[config.mk]
export PLATFORM = sky130hd
export DESIGN_NAME = sum_loop_ctrl
export DESIGN_NICKNAME = d
export VERILOG_FILES = /design/src/rtl/sum_loop_ctrl.sv
export SDC_FILE = /design/constraint.sdc
export NUM_CORES = 1
export LEC_CHECK = 0
export CAP_MARGIN = 0
export CORE_UTILIZATION = 45
export DETAILED_ROUTE_END_ITERATION = 16
export PLACE_DENSITY_LB_ADDON = 0.3
export SYNTH_ARGS = -nofsm -noshare
export SYNTH_HDL_FRONTEND = slang
export SYNTH_SLANG_ARGS = --single-unit
[constraint.sdc]
create_clock -name clk -period 2.1 [get_ports clk]
set_clock_uncertainty 0.1 [all_clocks]
set_input_delay 0.63 -clock clk [delete_from_list [all_inputs] [get_ports clk]]
set_output_delay 0.63 -clock clk [all_outputs]
set_load 0.02 [all_outputs]
[src/rtl/sum_loop_ctrl.sv]
// sum_loop_ctrl: Moore controller that sequences the 8-bit register-file/adder
// datapath to compute 0+1+...+10 and latch the sum into the output register.
// Register map used by the sequence: R0 reads as 0, R1 = i, R2 = sum,
// R3 = constant 1. The register file has no reset, so every run re-initialises
// R1..R3 before entering the loop.
// Adds a start/busy/done handshake, a synchronous abort, and a watchdog that
// stops a run whose loop keeps going past MAX_ITER iterations.

module sum_loop_ctrl #(
    parameter int MAX_ITER = 16
) (
    input  logic       clk,
    input  logic       reset,
    input  logic       start,
    input  logic       abort,
    input  logic       done_ack,
    input  logic       R1Le10,
    output logic       RFSrcMuxSel,
    output logic [2:0] RAddr1,
    output logic [2:0] RAddr2,
    output logic [2:0] WAddr,
    output logic       we,
    output logic       OutPortEn,
    output logic       busy,
    output logic       done,
    output logic       error,
    output logic [7:0] iter_cnt
);

    // State encoding
    localparam logic [3:0] S_IDLE     = 4'd0;
    localparam logic [3:0] S_INIT_ONE = 4'd1;
    localparam logic [3:0] S_INIT_I   = 4'd2;
    localparam logic [3:0] S_INIT_SUM = 4'd3;
    localparam logic [3:0] S_CHECK    = 4'd4;
    localparam logic [3:0] S_ADD      = 4'd5;
    localparam logic [3:0] S_INC      = 4'd6;
    localparam logic [3:0] S_OUT      = 4'd7;
    localparam logic [3:0] S_DONE     = 4'd8;
    localparam logic [3:0] S_ERR      = 4'd9;

    // Register-file addresses of the loop variables
    localparam logic [2:0] R_ZERO = 3'd0;
    localparam logic [2:0] R_I    = 3'd1;
    localparam logic [2:0] R_SUM  = 3'd2;
    localparam logic [2:0] R_ONE  = 3'd3;

    // Watchdog limit in the counter's width
    localparam logic [7:0] ITER_LIMIT = 8'(MAX_ITER);
    localparam logic [7:0] ITER_SAT   = 8'hFF;

    logic [3:0] state_reg;
    logic [3:0] state_next;
    logic [7:0] iter_cnt_reg;
    logic [7:0] iter_cnt_next;
    logic       in_busy_state;

    // Busy covers every sequencing state; abort only acts while busy
    always_comb begin
        in_busy_state = 1'b0;
        case (state_reg)
            S_INIT_ONE, S_INIT_I, S_INIT_SUM,
            S_CHECK, S_ADD, S_INC, S_OUT: in_busy_state = 1'b1;
            default:                      in_busy_state = 1'b0;
        endcase
    end

    // Next-state and iteration-counter logic; abort overrides the transition
    // but not the action of the state being left (the INC count still lands)
    always_comb begin
        state_next    = state_reg;
        iter_cnt_next = iter_cnt_reg;
        case (state_reg)
            S_IDLE: begin
                if (start) begin
                    state_next    = S_INIT_ONE;
                    iter_cnt_next = 8'd0;
                end
            end
            S_INIT_ONE: state_next = S_INIT_I;
            S_INIT_I:   state_next = S_INIT_SUM;
            S_INIT_SUM: state_next = S_CHECK;
            S_CHECK: begin
                if (!R1Le10) begin
                    state_next = S_OUT;
                end else if (iter_cnt_reg == ITER_LIMIT) begin
                    state_next = S_ERR;
                end else begin
                    state_next = S_ADD;
                end
            end
            S_ADD: state_next = S_INC;
            S_INC: begin
                state_next = S_CHECK;
                if (iter_cnt_reg != ITER_SAT) begin
                    iter_cnt_next = iter_cnt_reg + 8'd1;
                end
            end
            S_OUT: state_next = S_DONE;
            S_DONE: begin
                if (done_ack) begin
                    state_next = S_IDLE;
                end else if (start) begin
                    state_next    = S_INIT_ONE;
                    iter_cnt_next = 8'd0;
                end
            end
            S_ERR: begin
                if (done_ack) begin
                    state_next = S_IDLE;
                end
            end
            default: state_next = S_IDLE;
        endcase

        if (abort && in_busy_state) begin
            state_next = S_IDLE;
        end
    end

    // State and counter registers, asynchronously cleared by reset
    always_ff @(posedge clk or posedge reset) begin
        if (reset) begin
            state_reg    <= S_IDLE;
            iter_cnt_reg <= 8'd0;
        end else begin
            state_reg    <= state_next;
            iter_cnt_reg <= iter_cnt_next;
        end
    end

    // Moore output decode: every control output depends on the state only
    always_comb begin
        RFSrcMuxSel = 1'b0;
        RAddr1      = R_ZERO;
        RAddr2      = R_ZERO;
        WAddr       = R_ZERO;
        we          = 1'b0;
        OutPortEn   = 1'b0;
        done        = 1'b0;
        error       = 1'b0;
        case (state_reg)
            S_INIT_ONE: begin
                RFSrcMuxSel = 1'b1;
                WAddr       = R_ONE;
                we          = 1'b1;
            end
            S_INIT_I: begin
                WAddr = R_I;
                we    = 1'b1;
            end
            S_INIT_SUM: begin
                WAddr = R_SUM;
                we    = 1'b1;
            end
            S_CHECK: begin
                RAddr1 = R_I;
            end
            S_ADD: begin
                RAddr1 = R_SUM;
                RAddr2 = R_I;
                WAddr  = R_SUM;
                we     = 1'b1;
            end
            S_INC: begin
                RAddr1 = R_I;
                RAddr2 = R_ONE;
                WAddr  = R_I;
                we     = 1'b1;
            end
            S_OUT: begin
                RAddr1    = R_SUM;
                OutPortEn = 1'b1;
            end
            S_DONE: done  = 1'b1;
            S_ERR:  error = 1'b1;
            default: begin
                RFSrcMuxSel = 1'b0;
            end
        endcase
    end

    assign busy     = in_busy_state;
    assign iter_cnt = iter_cnt_reg;

endmodule

==> results of run 1 <==
cell usage in the layout, fill, tap and decap left out, types with 3 or more instances in the layout:
cell type and n:
a21oi_1 5, o21ai_0 10, nand3_1 4, nand2_1 4, clkbuf_4 3, conb_1 3, nor3_1 3, inv_1 8
buf_2 7, dfrtp_2 3, a31oi_1 3, clkdlybuf4s50_1 5, buf_4 27, nor2_1 13, a22o_1 3, dlymetal6s2s_1 7
dfrtp_1 9
worst reg2reg max path, cell delays in order, from the launching register on:
cell       delay [ns]
dfrtp_2          0.44
buf_4            0.15
nand4bb_1        0.11
inv_1            0.07
buf_4            0.14
a41o_1           0.25
or4_1            0.52
a21oi_1          0.15
layer usage:
metal	share of wire	vias up	routed length, um	track usage
li1	-	501	-	-
met1	0.43	526	1170	0.346
met2	0.49	44	1320	0.442
met3	0.064	8	172	0.0808
met4	0.015	0	41	0.0686
met5	0	-	0	0
cells by family (layout without fill, tap and decap cells):
logic type	Yosys count	count (layout)	synth area share
flip-flops	12	12	0.331
AO/OA/AOI/OAI	33	33	0.244
AND/OR/NAND/NOR	43	43	0.244
adder cells (fa/ha/maj)	2	2	0.0275
XOR/XNOR	1	1	0.00964
buffers and inverters	19	64	0.0937
multiplexers	4	4	0.0468
other	1	3	0.00413
power groups by stage:
stage | sequential (mW) | clock (mW) | combinational, mW
2_1_floorplan | 0.282 | 0 | 0.380
3_3_place_gp | 0.288 | 0 | 0.721
3_5_place_dp | 0.291 | 0 | 0.746
4_1_cts | 0.288 | 0.141 | 0.714
5_1_grt | 0.294 | 0.154 | 0.818
6_report | 0.292 | 0.139 | 0.763
per-stage QoR:
step,hold slack (ns),util
after detailed placement,0.515,0.742
after CTS,0.531,0.751
after global placement,0.483,0.742
after floorplan,0.395,-
final,0.526,0.767
after global routing,0.544,0.767
how the worst max path moves through the flow:
stage,from,endpoint,slack (ns)
2_1_floorplan,state_reg[0],WAddr[0],0.06
3_3_place_gp,start,iter_cnt[5],-0.25
3_5_place_dp,start,iter_cnt[5],-0.31
4_1_cts,state_reg[0],RAddr1[1],0.0008
5_1_grt,state_reg[1],WAddr[0],-0.02
6_report,state_reg[0],we,0.05
layout make-up:
class	count	area, um^2
multi-input combinational	86	569
inverter	10	37.5
timing repair buffer	51	417
sequential	12	304
clock buffer	3	22.5
tap	25	31.3
fill	143	420
repair_timing:
item / in CTS / in global routing
buffers inserted: 1 / 0
pin swaps: 2 / 1
hold buffers: 0 / 0
setup endpoints to repair: 14 / 21
cloned: 0 / 0
gates resized for setup: 47 / 29
==> flow_metrics.tcl, run 1 <==
set metrics [dict create \
    status "complete, no violations" \
    num_rows 15 \
    power_mw 1.19 \
    syn_inst 115 \
    rsz0062_at_grt "true" \
    grt_max_degree 13 \
    max_freq_ghz 0.488 \
    seq_area_frac_synth 0.331 \
    finalWeightedCongestion 0.925 \
    clk_latency_ns 0.27 \
    fin_tns_setup_ns 0 \
    start_util 0.504 \
    yosys_warnings 0 \
    critPathCaptureType "primary output" \
    r2r_slack_ns 0.10 \
    setup_viol 0 \
    cp.depth 5 \
    io_pins 29 \
    cts.path.max_buffers 2 \
    cp_max_fo 7 \
    cts_made_buffers 3 \
    reg2reg_from "state_reg[2]" \
    p_leak_nw 0.775 \
    hold_start "iter_cnt[1]" \
    place_area_um2 1340 \
    synth_commonest_cells "nor2_1 (14), dfrtp_1 (12), inv_1 (10), o21ai_0 (10), nor3_1 (6)" \
    intPower_uw 687 \
    dpl.cell_count 183 \
    drt_pass1_iterations 4 \
    ys_ff_latch 12 \
    syn_avg_cell_area_um2 7.90 \
    p_per_area_nw_per_um2 864 \
    synth_cell_types 40 \
    die_w_um 46.9 \
    yosysTopAreaCellShare 0.331 \
    start_kind "register" \
    grt_pass1_vias 932 \
    path_buf_inv 3 \
    swShare 0.424 \
    holdPathStages 1 \
    yosys.area.top_type "dfrtp_1" \
    irDropWorstVdd_mv 0.754 \
    cts_max_level 1 \
    worst-r2r-cell-count 7 \
    synth_edf_count 0 \
    grt_use_total 0.269 \
    routedWlPerCell_um 14.5 \
    path_cells "buf_6, inv_2, nor2_2, nor3_2, buf_4" \
    drt-vias-per-instance 5.77 \
    clk_pin_slew_ns 0.07 \
    syn2layout_area_growth_pct 52.1 \
    grt_antenna_before_repair 0 \
    die_area_um2 2200 \
    cp_top_family "flip-flops" \
    finish.instance_area_um2 1380 \
    numClockSinks 12 \
    period_share 0.975 \
    critPathKind "register to primary output" \
    layout.nets 172 \
    crit_required_ns 1.37 \
    combPwrFrac 0.639 \
    vias 1079 \
    hp-class "register to register" \
    synth_area_um2 908 \
    hpwlAfterDp_mm 2.05 \
    yosysMostFrequentCell "nor2_1" \
    grt_overflow 0 \
    synthTopCellsByArea "dfrtp_1 (33%), nor2_1 (5.8%), o21ai_0 (5.5%)" \
    worstHoldEndpoint "iter_cnt[1]" \
    drv_cap 0 \
    maxSlewViolCount 0 \
    cts_tree "built" \
    slowest_stage "dfrtp_2" \
    ys.flop_type "dfrtp_1" \
    core_area_um2 1800 \
    io_buffers 25 \
    die_height_um 46.9 \
    grt_pass1_wl_mm 4.16 \
    fin_cells 187 \
    critical_path.max_stage_delay_ns 0.46 \
    drive_gt1_frac 0.352 \
    p_seq_frac 0.244 \
    ant_nets 0 \
    p_switching_uw 506 \
    async_reset_ff_frac 1.00 \
    post-place-ws_ns -0.311 \
    largest_reg_flops 8 \
    arrival_ns 1.32 \
    min_period_ns 2.05 \
    r2r-end "iter_cnt[5]" \
    cts_root_buf "clkbuf_4" \
    setup_ws_ns 0.0526 \
    drt-total-wl_mm 2.71 \
    drt_iter0_markers 36 \
    final_hold_viol_count 0 \
    antenna_cells 0 \
    post-route-drc-count 0 \
    clkPwrFrac 0.116 \
]
Power figures use the tool's default switching activity.
==> run 2, diff against run 1 <==
- PLACE_DENSITY: unset -> 0.82
- PLACE_DENSITY_LB_ADDON: 0.3 -> unset
==> run 2 against run 1 <==
Against the previous run: die area stayed put; worst hold slack worse by 0.0076 ns; register-to-register slack about the same; critical path depth shrank 2; global-route usage fell by 2.2 points; highest routed layer unchanged; sequential cell count stayed put; cell area grew 1.4%.
==> flow_metrics.tcl, run 2 (synthesis results as in run 1) <==
set metrics [dict create \
    rsz0062_at_grt "true" \
    cts_made_buffers 3 \
    cts_tree "built" \
    largest_reg_flops 8 \
    drt-total-wl_mm 2.75 \
    start_kind "register" \
    fin_cells 186 \
    start_util 0.504 \
    drv_cap 0 \
    grt_util_met1 0.348 \
    routedWlPerCell_um 14.8 \
    critPathCaptureType "primary output" \
    final_common_cell "buf_4" \
    drt-vias-per-instance 5.60 \
    grt_use_total 0.247 \
    grt_pass1_wl_mm 3.84 \
    holdPathStages 2 \
    power_mw 1.23 \
    io_pins 29 \
    die_area_um2 2200 \
    fin_tns_setup_ns 0 \
    grt_max_degree 13 \
    post-route-drc-count 0 \
    syn2layout_area_growth_pct 54.1 \
    finalWeightedCongestion 0.912 \
    busiest_layer "met2" \
    finish.instance_area_um2 1400 \
    cts_max_level 1 \
    maxSlewViolCount 0 \
    cp_max_fo 6 \
    worst-r2r-cell-count 8 \
    die_height_um 46.9 \
    clk_pin_slew_ns 0.09 \
    layout.nets 171 \
    arrival_ns 1.36 \
    irDropWorstVdd_mv 0.845 \
    post-route-util 0.777 \
    gr-usage-met3 0.0577 \
    status "complete, no violations" \
    most-common-layout-cells "buf_4 (23), nor2_1 (14), inv_1 (10), dfrtp_1 (10), o21ai_0 (9)" \
    period_share 0.997 \
    io_buffers 25 \
    fill_cells 138 \
    critPathKind "register to primary output" \
    hp-class "register to register" \
    use_met2 0.397 \
    drt_iter0_markers 56 \
    hpwlAfterDp_mm 1.85 \
    cts_root_buf "clkbuf_4" \
    crit_required_ns 1.37 \
    drive_gt1_frac 0.311 \
    dpl.cell_count 181 \
    grt_overflow 0 \
    grt_antenna_before_repair 0 \
    p_leak_nw 0.710 \
    die_w_um 46.9 \
    clk_latency_ns 0.29 \
    ant_nets 0 \
    final_hold_viol_count 0 \
    cts.path.max_buffers 2 \
    max_freq_ghz 0.478 \
    p_per_area_nw_per_um2 878 \
    setup_viol 0 \
    numClockSinks 12 \
    core_area_um2 1800 \
    min_period_ns 2.09 \
    grt_pass1_vias 865 \
    vias 1041 \
    place_area_um2 1320 \
    drt_pass1_iterations 4 \
    antenna_cells 0 \
    num_rows 15 \
]
-- run 2: cell types whose count changed in the layout (fill, tap and decap cells not counted), moves of 2 or more --
cell / delta
buf_4: -4
dlymetal6s2s_1: -3
clkbuf_2: -2
clkdlybuf4s50_1: +3
inv_2: -2
nor3_1: +2
nor3_2: -2
clkdlybuf4s15_2: +3
inv_1: +2
-- run 2: through the flow --
step / hold WS (ns) / setup WS [ns]
detailed placement: 0.497 / -0.286
global placement: 0.492 / -0.251
CTS: 0.505 / -0.00406
finish: 0.519 / 0.00704
floorplan: 0.395 / 0.0623
global route: 0.549 / -0.0738
-- run 2: power breakdown --
group	internal, mW	switching [mW]	leakage [nW]	total [mW]
Combinational	0.385	0.402	0.534	0.787
Sequential	0.256	0.0342	0.162	0.290
Clock	0.0667	0.0857	0.0138	0.152
-- run 2: metal layers --
metal / wire length (um) / up-vias
met5: 0 / -
met4: 59 / 0
met3: 175 / 8
met2: 1340 / 53
met1: 1170 / 479
li1: - / 501
-- run 2: timing repair --
action	CTS	global route
gates cloned	0	0
setup endpoints to repair	15	19
hold buffers	0	0
pin swaps	1	4
buffers inserted	0	2
resized for setup	48	17
-- run 2: area by class of cell --
class                   count  area, um^2  share of cell area
repair buffers             50         438               0.313
multi-input cells          86         568               0.406
inverters                  10        37.5              0.0268
flip-flops and latches     12         303               0.216
well taps                  25        31.3              0.0223
clock buffers               3        22.5              0.0161
-- run 2: final timing paths --
| check | start | endpoint | slack [ns] |
|---|---|---|---|
| setup / recovery | state_reg[0] | done | 0.007 |
| hold / removal | iter_cnt[5] | iter_cnt[5] | 0.52 |
| setup reg to reg | state_reg[2] | iter_cnt[7] | 0.09 |
| hold reg to reg | iter_cnt[5] | iter_cnt[5] | 0.52 |
| max in group asynchronous | reset | state_reg[3] | 0.99 |
| min in group asynchronous | reset | state_reg[0] | 0.55 |
-- run 2: critical path, stage by stage (launching register included) --
cell and delay (ns):
dfrtp_2 0.46, nor3_1 0.19, and2_1 0.16, clkdlybuf4s15_2 0.26
